===== config.mk =====
export PLATFORM = sky130hd
export DESIGN_NAME = pipelined_barrel_shifter
export DESIGN_NICKNAME = d
export VERILOG_FILES = /design/src/rtl/shifter_pkg.sv /design/src/rtl/shift_stage.sv /design/src/rtl/pipelined_barrel_shifter.sv
export SDC_FILE = /design/constraint.sdc
export NUM_CORES = 1
export LEC_CHECK = 0
export ABC_AREA = 1
export ABC_CLOCK_PERIOD_IN_PS = 3400
export CORE_MARGIN = 2
export CORE_UTILIZATION = 65
export DETAILED_ROUTE_END_ITERATION = 12
export PLACE_DENSITY = 0.86
export SLEW_MARGIN = 20
export SYNTH_ARGS = -nofsm -noshare
export SYNTH_HDL_FRONTEND = slang
export SYNTH_SLANG_ARGS = --single-unit

===== constraint.sdc =====
create_clock -name clock -period 3.4 [get_ports clock]
set_input_delay 0.34 -clock clock [delete_from_list [all_inputs] [get_ports clock]]
set_output_delay 0.34 -clock clock [all_outputs]
set_load 0.05 [all_outputs]

===== src/rtl/shifter_pkg.sv =====
// Shared types for the pipelined barrel shifter.
// Optional rotate support is selected with SHIFTER_ROTATE_EN (see shift_stage).
package shifter_pkg;

  typedef enum logic [1:0] {
    SHIFT_SLL = 2'b00,
    SHIFT_SRL = 2'b01,
    SHIFT_SRA = 2'b10,
    SHIFT_ROL = 2'b11
  } shift_op_e;

  // Width-independent part of a stage register. The WIDTH-dependent
  // data and remaining-amount fields travel alongside it as packed
  // vectors sized by the top level, since a package struct cannot take
  // a module parameter.
  typedef struct packed {
    logic      valid;
    shift_op_e op;
    logic      sign;
  } stage_ctl_t;

endpackage


===== src/rtl/shift_stage.sv =====
// One level of the barrel shifter: conditional shift by DIST, then a
// register that loads on advance.
// SHIFTER_ROTATE_EN: when defined, op ROL wraps MSBs into the LSBs;
// otherwise ROL decodes as SLL and no wrap mux exists.
module shift_stage
  import shifter_pkg::*;
#(
  parameter int WIDTH = 64,
  parameter int DIST  = 1,
  parameter int AMT_W = 6
) (
  input  logic             clock,
  input  logic             reset_n,
  input  logic             advance,
  input  stage_ctl_t       ctl_d,
  input  logic [WIDTH-1:0] data_d,
  input  logic [AMT_W-1:0] amount_d,
  output stage_ctl_t       ctl_q,
  output logic [WIDTH-1:0] data_q,
  output logic [AMT_W-1:0] amount_q
);

  logic [WIDTH-1:0] shifted;

  // The amount is consumed LSB-first, so this level always looks at bit 0.
  always_comb begin
    shifted = data_d;
    if (amount_d[0]) begin
      case (ctl_d.op)
        SHIFT_SRL: shifted = {{DIST{1'b0}}, data_d[WIDTH-1:DIST]};
        SHIFT_SRA: shifted = {{DIST{ctl_d.sign}}, data_d[WIDTH-1:DIST]};
`ifdef SHIFTER_ROTATE_EN
        SHIFT_ROL: shifted = {data_d[WIDTH-1-DIST:0], data_d[WIDTH-1:WIDTH-DIST]};
`endif
        default:   shifted = {data_d[WIDTH-1-DIST:0], {DIST{1'b0}}};
      endcase
    end
  end

  // Stage register: whole pipeline moves together on advance, holds otherwise.
  always_ff @(posedge clock or negedge reset_n) begin
    if (!reset_n) begin
      ctl_q    <= '0;
      data_q   <= '0;
      amount_q <= '0;
    end else if (advance) begin
      ctl_q    <= ctl_d;
      data_q   <= shifted;
      amount_q <= amount_d >> 1;
    end
  end

endmodule


===== src/rtl/pipelined_barrel_shifter.sv =====
// Pipelined barrel shifter: LEVELS = log2(WIDTH) registered stages,
// valid/ready on both sides with full-pipeline backpressure.
// SHIFTER_ROTATE_EN enables op ROL (otherwise ROL behaves as SLL).
module pipelined_barrel_shifter
  import shifter_pkg::*;
#(
  parameter int WIDTH = 64
) (
  input  logic                     clock,
  input  logic                     reset_n,
  input  logic                     in_valid,
  output logic                     in_ready,
  input  logic [WIDTH-1:0]         in_data,
  input  logic [$clog2(WIDTH)-1:0] in_amount,
  input  logic [1:0]               in_op,
  output logic                     out_valid,
  input  logic                     out_ready,
  output logic [WIDTH-1:0]         out_data
);

  localparam int LEVELS = $clog2(WIDTH);

  // Index 0 is the incoming beat, index k+1 is the register of level k.
  stage_ctl_t                   ctl [LEVELS+1];
  logic [LEVELS:0][WIDTH-1:0]   data;
  logic [LEVELS:0][LEVELS-1:0]  amount;
  logic                         advance;

  // Stall only when the last stage holds a result nobody is taking.
  // Bubbles are not squeezed out, so this is the only ready path.
  assign advance  = !out_valid || out_ready;
  assign in_ready = advance;

  // On advance with no input beat, stage 0 simply loads valid=0.
  assign ctl[0]    = '{valid: in_valid, op: shift_op_e'(in_op), sign: in_data[WIDTH-1]};
  assign data[0]   = in_data;
  assign amount[0] = in_amount;

  for (genvar k = 0; k < LEVELS; k++) begin : g_lvl
    shift_stage #(
      .WIDTH (WIDTH),
      .DIST  (1 << k),
      .AMT_W (LEVELS)
    ) u_stage (
      .clock    (clock),
      .reset_n  (reset_n),
      .advance  (advance),
      .ctl_d    (ctl[k]),
      .data_d   (data[k]),
      .amount_d (amount[k]),
      .ctl_q    (ctl[k+1]),
      .data_q   (data[k+1]),
      .amount_q (amount[k+1])
    );
  end

  assign out_valid = ctl[LEVELS].valid;
  assign out_data  = data[LEVELS];

  // Last-stage op/sign/amount have no consumer past the pipe.
  logic unused_tail;
  assign unused_tail = ^{amount[LEVELS], ctl[LEVELS].op, ctl[LEVELS].sign};

endmodule


==> flow_results.org <==
** Die
- The die is 199 µm wide.
- IO Pins :: ~140
- Initial cell density of the core :: between 60% and 70%
- After floorplanning, the core was divided into around 70 placement rows.
- Placeable core area :: 0.0376 mm²
- Die Footprint :: approximately 0.04 mm²
- Die H :: between 150 and 200 µm

** Worst setup path
- Of all nets on the critical path, the largest fanout is 32.
- By startpoint and endpoint, the worst setup path is classified as reg2reg.
- The worst register-to-register path has a setup slack of between 1 and 1.5 ns.
- The worst setup path is launched from a flop.
- Worst EP required :: about 3.9 ns
- Worst reg2reg path depth :: 8
- The worst register-to-register path begins at g_lvl[0].u_stage.ctl_q[1].
- Critical register-to-register path endpoint :: g_lvl[1].u_stage.data_q[19]
- Element type at the critical path end :: flop
- Arrival time of data at the critical path endpoint :: between 2 and 3 ns

** Clocking
- Number of buffers inserted to repair setup after CTS :: 0
- TritonCTS built the clock tree.
- Number of cells upsized or downsized after cts :: 0
- Clock transition at the register clock pins on the worst setup and hold paths after CTS :: ~0.06 ns
- Maximum count of clock buffers along a single path :: 3
- TritonCTS created between 40 and 50 clock buffers.
- Htree depth :: 2
- The root buffer cell chosen for the clock tree is clkbuf_16.
- Sinks on the clock net :: 420
- The later pin in the worst-skew pair is clocked with a latency of roughly 0.57 ns.
- After clock tree synthesis, the flow added hold-fix buffers numbering 1.

** STA
- Fraction of the cycle the final worst path needs :: between 60 and 70%
- Final worst path period need :: about 2.4 ns
- In the final timing run, aggregate negative setup slack is 0 ns.
- Slew of the pin with the lowest slew margin :: ~1.1 ns
- Static timing analysis puts the maximum clock frequency at around 0.42 GHz.
- Final-report setup violation count :: 0
- Once routing completed, OpenROAD measured the worst setup slack at ~1.0 ns.
- Number of max-slew violations in the final report :: 0
- Largest clock skew in the final design :: approximately 0.015 ns
- Setup repair after global routing left no endpoint under its margin.
- Slew margin rel. :: about a quarter
- The final hold violation count was 0.

** Cells and area
- Area added between synthesis and finish :: 9.07%
- Net count of the finished layout :: ~3800
- Cells with a size suffix above 1 make up around 3.4% of the layout.
- Antenna cell count :: 0
- Fraction of the core area covered by cells at the end of the flow :: roughly 72%

** Routing
- Dividing the detail-routed via count by the number of cells gives ~5.7.
- The count of nets left with antenna violations once routing finished came out at 0.
- Before antenna repair, the detailed router went through 7 iterations.
- Final wirelength :: roughly 67 mm
- After detailed routing, the average wire length per cell comes to about 16 µm.
- After the first detailed-routing iteration, the DRC count stood at 2413.
- Number of vias after detailed routing :: 24035
- For this run, design rule violations remaining after detail routing come to 0.

** Synth
- For this run, asynchronously set or reset flops after synthesis account for between 90% and 100%.
- The average instance in the mapped netlist occupies around 6.5 µm².
- Post-synthesis sequential area ratio :: 42.5%
- Number of flops mapped to enable cells by yosys :: 0
- The synthesized design contains between 400 and 500 register bits.
- Top cell type by total area after synthesis :: dfrtp_1
- After synthesis, the largest area contributor takes up between 40% and 50% of total cell area.
- Post-Syn Area :: between 0.02 and 0.025 mm²
- Commonest register cell after synthesis :: dfrtp_1
- The netlist uses 18 different library cells.
- Synthesis produced a netlist whose cell count is 3808.
- Counting every net in the synthesized netlist gives between 3000 and 4000.
- Yosys instantiated no cell more often than nand2_1.
- Count of yosys warnings during synthesis :: 0
- Synth cell count leaders :: nand2_1, nor2_1, dfrtp_1
- Synth top area cells :: dfrtp_1, nand2_1, nor2_1

** Placed design
- Detailed placement HPWL :: 44.3 mm
- Routability-driven placement finished with a final weighted congestion of approximately 0.94.
- Timing analysis after detailed placement gives a worst setup slack of between 0.7 and 0.8 ns.
- Port bufs :: approximately 140

** Worst hold path
- Min-Delay Path Depth :: 3
- Tightest Hold Check Type :: in2reg
- Hold EP :: g_lvl[0].u_stage.ctl_q[3]
- In this run the most critical hold path is launched from in_valid.

** Flow run
- Max-cap violations in this run came to 0.

** Pwr
- IR analysis of the VDD net gives a maximum drop of roughly 0.00072 V.
- Pwr per Cell Area :: roughly 1100 mW/mm²
- Leakage :: approximately 13 nW

** Global routing
- Global routing finished with a remaining overflow of 0.
- The number of antenna violations at the first check in global routing is 0.
- Global router's overall resource usage :: about 34%
- Entering global routing, the biggest net connects 239 pins.
- The number of global-route vias before repair is 21695.
- Wire length of the first global-routing pass :: about 110 mm

** Status
- Run status :: finished clean
through the flow:
step	area, µm²	std cells	total power, mW	hold WS, ns
3_5_place_dp	25500	4169	24.6	0.451
2_1_floorplan	24700	3808	20.8	0.0444
3_3_place_gp	25500	4169	24.1	0.441
4_1_cts	27000	4247	29.6	0.290
5_1_grt	27000	4247	32.1	0.310
6_report	27000	4247	29.7	0.313
cell families (layout without fill, tap and decap cells):
family	Yosys count	in the layout	share of synthesized area, %
buf+inv	438	366	8.61
fa+ha+maj	12	12	0.607
compound gates	555	555	11.2
simple gates	2383	2383	37.0
flops	420	420	42.5
area by class of cell:
class,count,area [µm²]
Timing Repair Buffer,184,1870
Inverter,105,394
Sequential cell,420,10500
Clock inverter,10,128
Clock buffer,67,1320
Multi-Input combinational cell,2950,12100
Tap cell,511,639
Fill cell,3186,10600
worst max-delay path: stages, from the launching register on:
cell,delay (ns)
dfrtp_1,0.37
inv_1,0.07
ha_1,0.31
clkinv_1,0.63
buf_4,0.51
nand3_1,0.14
nand2_1,0.07
nand2_1,0.07
nand2_1,0.06
layout by cell type, fill, tap and decap left out:
| master | netlist | layout |
|---|---|---|
| a21oi_1 | 393 | 393 |
| buf_12 | 0 | 11 |
| buf_2 | 155 | 1 |
| buf_4 | 77 | 31 |
| buf_8 | 0 | 1 |
| bufinv_16 | 0 | 3 |
| clkbuf_1 | 96 | 11 |
| clkbuf_16 | 0 | 45 |
| clkbuf_8 | 0 | 11 |
| clkdlybuf4s50_1 | 0 | 139 |
| clkinv_1 | 1 | 1 |
| clkinv_2 | 0 | 6 |
| clkinvlp_4 | 0 | 1 |
| dfrtp_1 | 420 | 420 |
| dlygate4sd3_1 | 0 | 1 |
| ha_1 | 12 | 11 |
| ha_2 | 0 | 1 |
| inv_1 | 97 | 97 |
| inv_2 | 7 | 7 |
| nand2_1 | 1506 | 1505 |
| nand2_2 | 1 | 1 |
| nand2_4 | 0 | 1 |
| nand3_1 | 156 | 156 |
| nor2_1 | 715 | 714 |
| nor2_2 | 5 | 5 |
| nor2_4 | 0 | 1 |
| o21ai_0 | 147 | 147 |
| o21ai_1 | 15 | 15 |
power breakdown:
part / switching [mW] / internal (mW) / total [mW] / leakage, nW
clock: 1.92 / 2.89 / 4.80 / 0.713
sequential: 2.55 / 7.45 / 10.0 / 5.07
combinational: 10.2 / 4.69 / 14.9 / 7.67
worst max-delay path by stage:
| stage | slack [ns] | startpoint | cells past startpoint | endpoint |
|---|---|---|---|---|
| after floorplan | 1.80 | g_lvl[5].u_stage.ctl_q[3] | 3 | in_ready |
| after global placement | 0.86 | in_op[0] | 8 | g_lvl[0].u_stage.data_q[47] |
| after detailed placement | 0.79 | in_op[0] | 8 | g_lvl[0].u_stage.data_q[58] |
| after CTS | 1.05 | g_lvl[0].u_stage.ctl_q[1] | 8 | g_lvl[1].u_stage.data_q[19] |
| after global routing | 0.86 | g_lvl[0].u_stage.ctl_q[1] | 8 | g_lvl[1].u_stage.data_q[15] |
| final | 1.04 | g_lvl[0].u_stage.ctl_q[1] | 8 | g_lvl[1].u_stage.data_q[19] |
routing by layer:
metal  track usage, %  wire (µm)  part of all wire, %
met2             55.9      31300                   47
met3             4.63       4090                  6.1
met4             17.1       3480                  5.2
met1             44.6      27700                   42
met5                0          0                    0
state kept, by name (all words and copies together) (netlist names):
| signal | count |
|---|---|
| g_lvl.u_stage.amount_q | 15 |
| g_lvl.u_stage.ctl_q | 21 |
| g_lvl.u_stage.data_q | 384 |
(Power assumes the default switching activity.)
